<file path="config.mk">
export PLATFORM = sky130hd
export DESIGN_NAME = iic_arbiter
export DESIGN_NICKNAME = d
export VERILOG_FILES = /design/src/rtl/iic_arbiter.sv
export SDC_FILE = /design/constraint.sdc
export NUM_CORES = 1
export LEC_CHECK = 0
export BUFFER_PORTS_ARGS = -buffer_cell sky130_fd_sc_hd__buf_2
export CAP_MARGIN = 20
export CORE_MARGIN = 2
export CORE_UTILIZATION = 25
export DETAILED_ROUTE_END_ITERATION = 8
export PLACE_DENSITY = 0.5
export SLEW_MARGIN = 25
export SYNTH_ARGS = -nofsm -noshare
export SYNTH_HDL_FRONTEND = slang
export SYNTH_SLANG_ARGS = --single-unit
export TNS_END_PERCENT = 100
</file>
<file path="constraint.sdc">
create_clock -name I_clk -period 2.96 [get_ports I_clk]
set_clock_uncertainty 0.15 [all_clocks]
set_input_delay 0.296 -clock I_clk [delete_from_list [all_inputs] [get_ports I_clk]]
set_output_delay 0.296 -clock I_clk [all_outputs]
set_load 0.02 [all_outputs]
</file>
<file path="src/rtl/iic_arbiter.sv">
// Round-robin arbiter that shares one IIC read engine among four requesters.
// Each grant runs one read; a watchdog aborts reads the engine never finishes.
module iic_arbiter #(
  parameter logic [19:0] C_TIMEOUT = 20'd200000,
  parameter logic [7:0]  C_GAP     = 8'd10
) (
  input  logic        I_clk,
  input  logic        I_rst_n,
  input  logic [3:0]  I_req,
  input  logic [27:0] I_dev_addr_bus,
  input  logic [31:0] I_word_addr_bus,
  output logic [3:0]  O_grant,
  output logic [3:0]  O_ack,
  output logic [3:0]  O_err,
  output logic [7:0]  O_rd_data,
  output logic        O_busy,
  output logic        O_iic_recv_en,
  output logic [6:0]  O_dev_addr,
  output logic [7:0]  O_word_addr,
  input  logic [7:0]  I_read_data,
  input  logic        I_done_flag
);

  typedef enum logic [1:0] {S_IDLE, S_ARB, S_RUN, S_GAP} state_t;

  // A zero gap still drops the enable for one cycle so the engine can re-arm.
  localparam logic [7:0] GAP_LAST = (C_GAP == 8'd0) ? 8'd0 : C_GAP - 8'd1;

  state_t      state, state_nxt;
  logic [1:0]  last_grant, last_nxt;
  logic [1:0]  owner, owner_nxt;
  logic [19:0] to_cnt, to_nxt;
  logic [7:0]  gap_cnt, gap_nxt;

  logic [3:0]  grant_nxt, ack_nxt, err_nxt;
  logic [7:0]  rd_nxt, word_nxt;
  logic [6:0]  dev_nxt;
  logic        en_nxt, busy_nxt;

  logic [1:0]  cand;
  logic [1:0]  win_idx;
  logic        win_found;
  logic [6:0]  dev_sel;
  logic [7:0]  word_sel;

  // Search upward from the previous owner; the previous owner is tried last.
  always_comb begin
    cand      = 2'd0;
    win_idx   = 2'd0;
    win_found = 1'b0;
    for (int i = 1; i <= 4; i++) begin
      cand = last_grant + 2'(i);
      if (!win_found && I_req[cand]) begin
        win_found = 1'b1;
        win_idx   = cand;
      end
    end
  end

  assign dev_sel  = I_dev_addr_bus[7*win_idx +: 7];
  assign word_sel = I_word_addr_bus[8*win_idx +: 8];

  // NOTE: every variable gets a default before the case so no path leaves it
  // unassigned; a missing default here would infer a latch.
  always_comb begin
    state_nxt = state;
    last_nxt  = last_grant;
    owner_nxt = owner;
    to_nxt    = to_cnt;
    gap_nxt   = gap_cnt;
    grant_nxt = O_grant;
    ack_nxt   = 4'b0000;
    err_nxt   = 4'b0000;
    rd_nxt    = O_rd_data;
    en_nxt    = O_iic_recv_en;
    dev_nxt   = O_dev_addr;
    word_nxt  = O_word_addr;

    case (state)
      S_IDLE: begin
        if (|I_req) state_nxt = S_ARB;
      end
      S_ARB: begin
        if (win_found) begin
          owner_nxt = win_idx;
          grant_nxt = 4'b0001 << win_idx;
          dev_nxt   = dev_sel;
          word_nxt  = word_sel;
          en_nxt    = 1'b1;
          to_nxt    = 20'd0;
          state_nxt = S_RUN;
        end else begin
          state_nxt = S_IDLE;
        end
      end
      S_RUN: begin
        to_nxt = to_cnt + 20'd1;
        if (I_done_flag || (to_cnt == C_TIMEOUT - 20'd1)) begin
          last_nxt  = owner;
          grant_nxt = 4'b0000;
          en_nxt    = 1'b0;
          gap_nxt   = 8'd0;
          state_nxt = S_GAP;
          // Done beats a simultaneous timeout.
          if (I_done_flag) begin
            rd_nxt  = I_read_data;
            ack_nxt = 4'b0001 << owner;
          end else begin
            err_nxt = 4'b0001 << owner;
          end
        end
      end
      S_GAP: begin
        gap_nxt = gap_cnt + 8'd1;
        if (gap_cnt >= GAP_LAST) begin
          gap_nxt   = 8'd0;
          state_nxt = S_IDLE;
        end
      end
      default: state_nxt = S_IDLE;
    endcase

    busy_nxt = (state_nxt != S_IDLE);
  end

  // NOTE: sequential state uses non-blocking assignments so every register
  // samples the pre-edge values computed above.
  always_ff @(posedge I_clk or negedge I_rst_n) begin
    if (!I_rst_n) begin
      state         <= S_IDLE;
      last_grant    <= 2'd3;
      owner         <= 2'd0;
      to_cnt        <= 20'd0;
      gap_cnt       <= 8'd0;
      O_grant       <= 4'b0000;
      O_ack         <= 4'b0000;
      O_err         <= 4'b0000;
      O_rd_data     <= 8'd0;
      O_busy        <= 1'b0;
      O_iic_recv_en <= 1'b0;
      O_dev_addr    <= 7'd0;
      O_word_addr   <= 8'd0;
    end else begin
      state         <= state_nxt;
      last_grant    <= last_nxt;
      owner         <= owner_nxt;
      to_cnt        <= to_nxt;
      gap_cnt       <= gap_nxt;
      O_grant       <= grant_nxt;
      O_ack         <= ack_nxt;
      O_err         <= err_nxt;
      O_rd_data     <= rd_nxt;
      O_busy        <= busy_nxt;
      O_iic_recv_en <= en_nxt;
      O_dev_addr    <= dev_nxt;
      O_word_addr   <= word_nxt;
    end
  end

endmodule

</file>
==> results.yml, run 1 <==
clock_network:
  clkTransAtPathRegs_ns: 0.06
  cts_buffer_depth: 2
  clock_sinks: 71
  htree_num_levels: 3
  root_buffer: "clkbuf_16"
  cts_resized: 0
  cts_buffers: 9
  insertion_delay_ns: 0.34
  cts_tree: "yes"
critical_path:
  cp_num_buf_inv: 1
  critical_path.most_common_cell: "a211oi_1"
  cp_top_family: "compound AO/OA/AOI/OAI gates"
  crit_path_end_kind: "flop"
  crit_chain: "mux2i_1, o22ai_2, buf_4, a21o_1, a211oi_1, a211oi_1"
  criticalPathCategory: "reg2reg"
  cpPeakStageDelay_ns: 0.60
  critPathMaxFanout: 17
  critPathSlowestCell: "dfstp_2"
  reg2reg_slack_ns: 0.72
  cp.required_ns: 3.02
  cp-start-kind: "flop"
  worstPathArrival_ns: 2.30
final_layout:
  area_growth_syn_to_layout_pct: 30.7
  final_util_pct: 33.1
  stdcell_count: 676
  n_antenna_cell: 0
  fin_nets: 566
  drive_gt1_share_pct: 32.9
worst_hold_path:
  hp-class: "in2reg"
logic_synthesis:
  synth_edf_count: 0
  async_flop_share_pct: 100
  yosysMostFrequentCell: "dfrtp_1"
  synth_flop_cell: "dfrtp_1"
  yosys_warnings: 0
  ys_ff_latch: 71
  ys_seq_area_share_pct: 48.7
  synth_top_area_cell: "dfrtp_1"
  netlist-cell-type-count: 52
  syn-mean-instance-area_um2: 9.85
  synth_area_um2: 3650
  synth.area.top_cells: "dfrtp_1 (47%), a211oi_1 (9.2%), mux2i_1 (4.9%), nor2_1 (4.2%), o21ai_0 (3.3%)"
  synthCells: 371
  netlist.area_leader.share_pct: 47.2
  synth_common_cells: "dfrtp_1 (69), a211oi_1 (45), nor2_1 (41), nand2_1 (26), o21ai_0 (24)"
  synth_nets: 450
grt:
  grt_pass1_vias: 3312
  grt_usage_pct: 13.0
  antenna_found_initial: 0
  grt_pass1_wl_mm: 16.4
  grt_max_degree: 72
  grt-ovfl-total: 0
die:
  fp.dieW_um: 125
  fp-row-count: 44
  start_util_pct: 25.3
  io_pins: 112
  die_y_um: 125
  dieArea_um2: 15600
  core-area_um2: 14400
place:
  finalWeightedCongestion: 0.782
  dp_hpwl_mm: 7.02
  dp_cells: 659
  port_buffers: 111
sta:
  worstMarginPinSlew_ns: 0.624
  hold_viol: 0
  fmax_ghz: 0.446
  post-route-period-util_pct: 75.8
  setup_viol: 0
  finalCriticalPeriod_ns: 2.24
  rsz0062_at_grt: "no"
  fin_setup_tns_ns: 0
  maxSlewViolCount: 0
  max_slew_margin_pct: 58.4
routing:
  ant_nets: 0
  vias: 3281
  drt_iter0_markers: 165
  dr.pass1.iters: 4
  via_per_inst: 4.85
  wire_per_inst_um: 14.6
  route.detailed.drc: 0
  wirelength_mm: 9.87
status:
  status: "completed"
job:
  maxCapViolCount: 0
power_and_ir_drop:
  p_leak_nw: 2.23
  p_per_area_nw_per_um2: 908
  total_power_mw: 4.34
  ir_drop_mv: 0.293
## worst paths after layout
kind	startpoint	endpoint	cells after the start
max	last_grant[1]	O_dev_addr[4]	6
min	I_read_data[4]	O_rd_data[4]	2
max reg2reg	last_grant[1]	O_dev_addr[4]	6
min reg2reg	gap_cnt[7]	gap_cnt[7]	1
max in group asynchronous	I_rst_n	last_grant[1]	3
min in group asynchronous	I_rst_n	O_err[2]	3
## kinds of logic (layout without fill, tap and decap cells)
kind of cell,after synthesis,count (layout),synth area share [%]
AOI/OAI and AO/OA,101,101,19.0
xor gates and xnor gates,2,2,0.479
adders and majority gates,4,4,1.37
buffers and inverters,40,161,4.76
DFF,71,71,48.7
muxes,28,28,8.01
and+or+nand+nor,125,125,17.7
## registers in the layout, indices dropped and copies added (netlist names)
register / cells
last_grant: 2
owner: 2
state: 2
O_err: 4
O_iic_recv_en: 1
O_rd_data: 8
gap_cnt: 8
O_busy: 1
O_word_addr: 8
O_grant: 4
O_ack: 4
O_dev_addr: 7
to_cnt: 20
## repair_timing
action	4_1_cts	5_1_grt
hold buffers	1	0
endpoints found under the hold margin	69	0
buffers inserted	0	0
endpoints found under the setup margin	0	0
## cell usage in the layout (no fill, tap or decap), types with 5 or more instances in the layout
master,count
a211oi_1,45
a21oi_1,6
a31oi_1,6
buf_2,111
buf_4,11
clkbuf_16,9
dfrtp_1,69
inv_1,20
mux2_2,10
mux2i_1,18
nand2_1,26
nand2b_1,5
nand3_1,18
nor2_1,41
o21ai_0,24
## routing by layer
layer	vias up	global-route usage (%)	share of wire (%)
met4	0	5.62	1.7
met3	15	3.18	4.0
met2	81	21.5	49
met5	-	0	0
li1	1596	-	-
met1	1589	16.3	46
## metrics by stage
stage / worst slack, ns / hold slack (ns) / cell area (um^2)
2_1_floorplan: 0.927 / -0.150 / 3650
3_3_place_gp: 0.790 / 0.211 / 4460
3_5_place_dp: 0.716 / 0.217 / 4460
4_1_cts: 0.712 / 0.0271 / 4780
5_1_grt: 0.452 / 0.0326 / 4780
6_report: 0.717 / 0.0418 / 4780
## cell type report
class / instances / area (um^2)
repair buffers: 124 / 668
fillers: 1491 / 9650
flip-flops and latches: 71 / 1780
clock inverters: 5 / 56.3
clock buffers: 11 / 253
well taps: 184 / 230
inverters: 21 / 78.8
multi-input cells: 260 / 1710
## worst reg2reg max path: stages, from the launching register on
cell and delay, ns:
dfstp_2 0.60, mux2i_1 0.25, o22ai_2 0.10, buf_4 0.21
a21o_1 0.39, a211oi_1 0.35, a211oi_1 0.08
## where the power goes
part	leakage, nW	total, mW	switching (mW)	internal [mW]
logic	1.18	1.70	1.05	0.651
clock network	0.152	1.12	0.421	0.697
registers	0.897	1.52	0.248	1.27
total	2.23	4.34	1.72	2.62
No activity file was read; power rests on OpenSTA's default activity.
==> inputs of run 2 (changes only) <==
--- a/config.mk
+++ b/config.mk
@@ -10,7 +10,7 @@
 export CORE_MARGIN = 2
 export CORE_UTILIZATION = 25
 export DETAILED_ROUTE_END_ITERATION = 8
-export PLACE_DENSITY = 0.5
+export PLACE_DENSITY = 0.51
 export SLEW_MARGIN = 25
 export SYNTH_ARGS = -nofsm -noshare
 export SYNTH_HDL_FRONTEND = slang
==> constraint.sdc (replaced) <==
create_clock -name I_clk -period 1.9 [get_ports I_clk]
set_clock_uncertainty 0.15 [all_clocks]
set_input_delay 0.19 -clock I_clk [delete_from_list [all_inputs] [get_ports I_clk]]
set_output_delay 0.19 -clock I_clk [all_outputs]
set_load 0.02 [all_outputs]
==> run 2 against run 1 <==
Effect of this change: the run now ends with setup timing left; maximum frequency rose by 13%; critical path type unchanged; setup slack got worse by 0.80 ns; global-route usage rose by 0.50 points; first-iteration DRC count rose by 24%; cell count rose by 7.5%; worst hold slack got worse by 0.014 ns; critical path depth rose by 1; wire length rose by 10%; clock power rose by 79%; die area did not move; cell area rose by 18%; sequential power rose by 53%.
==> results.yml, run 2 (synthesis results as in run 1) <==
status:
  status: "finished, violations left"
  violations: "setup timing"
place:
  dpl_worst_slack_ns: -0.0815
  port_buffers: 111
  finalWeightedCongestion: 0.817
  place_area_um2: 4850
  dp_hpwl_mm: 7.90
  dp_cells: 700
final_layout:
  final_util_pct: 39.2
  final_common_cell: "buf_2"
  n_antenna_cell: 0
  fin_nets: 617
  fin_area_um2: 5650
  max_flop_register: "to_cnt"
  area_growth_syn_to_layout_pct: 54.6
  drive_gt1_share_pct: 49.2
  mostFrequentLayoutCells: "buf_2 (110), dfrtp_1 (68), buf_4 (48)"
  largest_register_ffs: 20
  stdcell_count: 727
sta:
  finalCriticalPeriod_ns: 1.98
  post-route-period-util_pct: 104
  setup_viol: 19
  maxSlewViolCount: 0
  setup_slack_ns: -0.0804
  fmax_ghz: 0.505
  worstMarginPinSlew_ns: 0.437
  fin_setup_tns_ns: -0.615
  rsz0062_at_grt: "yes"
  max_slew_margin_pct: 70.5
  hold_slack_ns: 0.0273
  hold_viol: 0
grt:
  grt_use_met1_pct: 17.9
  grt_pass1_vias: 3522
  grt_most_used_layer: "met2"
  use_met2_pct: 22.5
  met3_usage_pct: 2.45
  grt_max_degree: 30
  antenna_found_initial: 0
  grt_pass1_wl_mm: 17.3
  grt-ovfl-total: 0
  grt_usage_pct: 13.5
critical_path:
  cp-startpoint: "last_grant[1]"
  reg2reg_to: "O_word_addr[7]"
  criticalPathCategory: "reg2reg"
  cp.required_ns: 1.96
  worstPathArrival_ns: 2.04
  crit_end: "O_word_addr[7]"
  reg2reg_slack_ns: -0.08
  crit_path_end_kind: "flop"
  cp-start-kind: "flop"
  critPathMaxFanout: 17
  ff2ff_path_depth: 7
  timing.rr.start: "last_grant[1]"
routing:
  drt_iter0_markers: 205
  route.detailed.drc: 0
  wirelength_mm: 10.9
  dr.pass1.iters: 4
  vias: 3515
  wire_per_inst_um: 15.0
  via_per_inst: 4.83
  ant_nets: 0
worst_hold_path:
  hp-class: "in2reg"
  hold_depth: 3
die:
  dieArea_um2: 15600
  io_pins: 112
  die_y_um: 125
  start_util_pct: 25.3
  core-area_um2: 14400
  fp.dieW_um: 125
  fp-row-count: 44
clock_network:
  clock_sinks: 71
  cts_tree: "yes"
  htree_num_levels: 3
  root_buffer: "clkbuf_16"
  cts_buffer_depth: 2
  insertion_delay_ns: 0.33
  cts_buffers: 9
  clkTransAtPathRegs_ns: 0.06
power_and_ir_drop:
  total_power_mw: 7.88
  ir_drop_mv: 0.505
  p_leak_nw: 2.57
  p_per_area_nw_per_um2: 1390
job:
  maxCapViolCount: 0
==> run 2: cell count changes in the layout (fill, tap and decap cells not counted), moves of 7 or more <==
cell,before,now
a211oi_1,45,9
mux2i_1,18,11
dlygate4sd3_1,1,9
buf_4,11,48
a211oi_2,0,36
==> run 2: layout make-up <==
cell class	instances	area, um^2
fill	1453	8770
multi-input combinational	260	2070
sequential	71	1780
timing repair buffer	175	1130
clock buffer	11	253
tap	184	230
clock inverter	5	104
inverter	21	78.8
==> run 2: repair_timing <==
item                                    in CTS  in global routing
hold buffers                                 9                  0
cloned                                       0                  1
gates resized for setup                     21                 52
buffers inserted                             0                  1
endpoints found under the setup margin      26                 39
pin swaps                                    9                 12
hold endpoints to repair                    63                  0
==> run 2: worst min path at each step <==
stage / startpoint / endpoint / slack (ns)
floorplan: I_rst_n / O_ack[0] / -0.26
global placement: I_rst_n / owner[0] / -0.005
detailed placement: I_rst_n / O_ack[3] / -0.001
CTS: I_dev_addr_bus[11] / O_dev_addr[4] / 0.05
global route: I_dev_addr_bus[9] / O_dev_addr[2] / 0.06
finish: I_word_addr_bus[29] / O_word_addr[5] / 0.03
==> run 2: per-layer routing <==
layer | up-vias | part of all wire (%)
met5 | - | 0
met4 | 0 | 1.8
met3 | 19 | 3.9
met2 | 96 | 50
met1 | 1701 | 45
li1 | 1699 | -
==> run 2: critical path, cell delays in order, from the launching register on <==
cell,delay (ns)
dfstp_2,0.39
buf_4,0.15
buf_4,0.13
a31oi_1,0.27
nand3_1,0.22
buf_12,0.22
a211oi_2,0.25
a211oi_2,0.07
==> run 2: report_power, final <==
part / switching [mW] / internal, mW / total, mW
sequential: 0.337 / 1.99 / 2.32
clock: 0.656 / 1.35 / 2.01
combinational: 2.01 / 1.53 / 3.54
total: 3.00 / 4.87 / 7.88
==> inputs of run 3 (changes only) <==
--- a/config.mk
+++ b/config.mk
@@ -10,7 +10,7 @@
 export CORE_MARGIN = 2
 export CORE_UTILIZATION = 25
 export DETAILED_ROUTE_END_ITERATION = 8
-export PLACE_DENSITY = 0.51
+export PLACE_DENSITY = 0.5
 export SLEW_MARGIN = 25
 export SYNTH_ARGS = -nofsm -noshare
 export SYNTH_HDL_FRONTEND = slang
==> constraint.sdc (replaced) <==
create_clock -name I_clk -period 1.85 [get_ports I_clk]
set_clock_uncertainty 0.15 [all_clocks]
set_input_delay 0.185 -clock I_clk [delete_from_list [all_inputs] [get_ports I_clk]]
set_output_delay 0.185 -clock I_clk [all_outputs]
set_load 0.02 [all_outputs]
==> run 3 against run 2 <==
Effect of this change: the flow still finishes with violations (setup timing); clock power fell by 6%; die area did not move; combinational power rose by 2%; sequential share of layout area fell by 0.30 points; critical path type unchanged; critical endpoint is now O_word_addr[5]; largest cell class unchanged.
==> results.yml, run 3 (synthesis results as in run 1) <==
job:
  maxCapViolCount: 0
grt:
  grt_pass1_vias: 3571
  grt-ovfl-total: 0
  antenna_found_initial: 0
  grt_max_degree: 72
  grt_pass1_wl_mm: 17.1
  grt_usage_pct: 13.5
final_layout:
  area_growth_syn_to_layout_pct: 56.2
  fin_nets: 634
  drive_gt1_share_pct: 49.8
  final_common_cell: "buf_2"
  largest_register_ffs: 20
  n_antenna_cell: 0
  seq_area_um2: 1780
  multiInputGateArea_um2: 2040
  final_util_pct: 39.6
  max_flop_register: "to_cnt"
  mostFrequentLayoutCells: "buf_2 (111), dfrtp_1 (67), buf_4 (62)"
  fill_cells: 1446
sta:
  setup_slack_ns: -0.0760
  fin_setup_tns_ns: -0.765
  setup_viol: 23
  maxSlewViolCount: 0
  hold_viol: 0
  post-route-period-util_pct: 104
  max_slew_margin_pct: 68.9
  finalCriticalPeriod_ns: 1.93
  rsz0062_at_grt: "yes"
  worstMarginPinSlew_ns: 0.462
  fmax_ghz: 0.519
place:
  dp_hpwl_mm: 7.56
  finalWeightedCongestion: 0.835
  port_buffers: 111
power_and_ir_drop:
  p_clk_share_pct: 23.9
  p_int_mw: 4.86
  power_switching_mw: 3.01
  swShare_pct: 38.2
  seqPwrFrac_pct: 30.4
  ir_drop_mv: 0.549
  pwr-share-comb_pct: 45.7
  p_per_area_nw_per_um2: 1380
  total_power_mw: 7.87
  p_leak_nw: 2.66
routing:
  dr.pass1.iters: 4
  via_per_inst: 4.76
  wirelength_mm: 10.6
  drt_iter0_markers: 138
  ant_nets: 0
  route.detailed.drc: 0
  vias: 3544
  wire_per_inst_um: 14.3
die:
  fp.dieW_um: 125
  core-area_um2: 14400
  start_util_pct: 25.3
  fp-row-count: 44
  io_pins: 112
  die_y_um: 125
  dieArea_um2: 15600
clock_network:
  root_buffer: "clkbuf_16"
  insertion_delay_ns: 0.34
  cts_buffer_depth: 2
  cts_buffers: 9
  clock_sinks: 71
  cts_tree: "yes"
  clkTransAtPathRegs_ns: 0.06
  htree_num_levels: 3
worst_hold_path:
  hp-class: "in2reg"
critical_path:
  criticalPathCategory: "reg2reg"
  cp.required_ns: 1.92
  worstPathArrival_ns: 1.99
  crit_path_end_kind: "flop"
  critPathMaxFanout: 16
  cp-start-kind: "flop"
status:
  status: "finished, violations left"
  violations: "setup timing"
==> run 3: cell types whose count changed in the layout (fill, tap and decap cells not counted), moves of 4 or more <==
cell / before / now
buf_4: 48 / 62
a211oi_1: 9 / 20
a211oi_2: 36 / 25
mux2i_1: 11 / 18
nand3_1: 16 / 10
mux2i_2: 5 / 0
o21ai_0: 22 / 17
o21ai_1: 3 / 8
nand3_2: 2 / 6
==> run 3: path summary, 6_finish.rpt <==
| check | slack [ns] | from | to | cells past startpoint |
|---|---|---|---|---|
| hold reg to reg | 0.34 | gap_cnt[7] | gap_cnt[7] | 1 |
| setup / recovery | -0.08 | last_grant[1] | O_word_addr[5] | 6 |
| max in group asynchronous | 0.96 | I_rst_n | last_grant[0] | 3 |
| setup reg to reg | -0.08 | last_grant[1] | O_word_addr[5] | 6 |
| min in group asynchronous | 0.23 | I_rst_n | O_dev_addr[3] | 3 |
| hold / removal | 0.03 | I_word_addr_bus[12] | O_word_addr[4] | 3 |
==> run 3: what timing repair did <==
action | CTS | global route
endpoints found under the hold margin | 77 | 0
gates resized for setup | 20 | 50
pin swaps | 1 | 26
buffers inserted | 2 | 10
setup endpoints to repair | 34 | 52
hold buffers | 9 | 0
==> run 3: layer usage <==
metal	part of all wire (%)	wire, um	track usage (%)
met1	43	4600	16.3
met2	48	5110	23.0
met3	7.6	806	4.85
met4	1.0	108	3.27
met5	0	0	0
==> run 3: worst max-delay path, stage by stage (launching register included) <==
cell and delay (ns):
dfstp_2 0.57, mux2i_1 0.23, o22ai_2 0.11, a21oi_2 0.19, buf_12 0.20, mux2i_1 0.26, a211oi_2 0.09
==> run 3: power by group through the flow <==
stage                     Clock [mW]  Sequential (mW)  Combinational (mW)
final                           1.88             2.39                3.60
after global routing            2.00             2.47                3.94
after CTS                       1.95             2.38                3.36
after detailed placement           0             2.39                3.27
after global placement             0             2.38                3.22
after floorplan                    0             2.73                1.63
==> run 3: layout make-up <==
cell class | instances | area share, %
clock inverters | 6 | 1.47
multi-input cells | 260 | 35.7
repair buffers | 192 | 22.1
well taps | 184 | 4.03
clock buffers | 10 | 4.19
inverters | 21 | 1.38
flip-flops and latches | 71 | 31.2
==> run 3: stage by stage <==
stage                     cell area [um^2]  std cells  hold slack (ns)  setup slack (ns)
after CTS                             5430        734           0.0212           -0.0802
final                                 5710        744           0.0282           -0.0760
after floorplan                       3740        371           -0.261            -0.116
after detailed placement              4900        707            0.102            -0.126
after global routing                  5710        744           0.0300            -0.181
after global placement                4900        707           0.0845           -0.0818
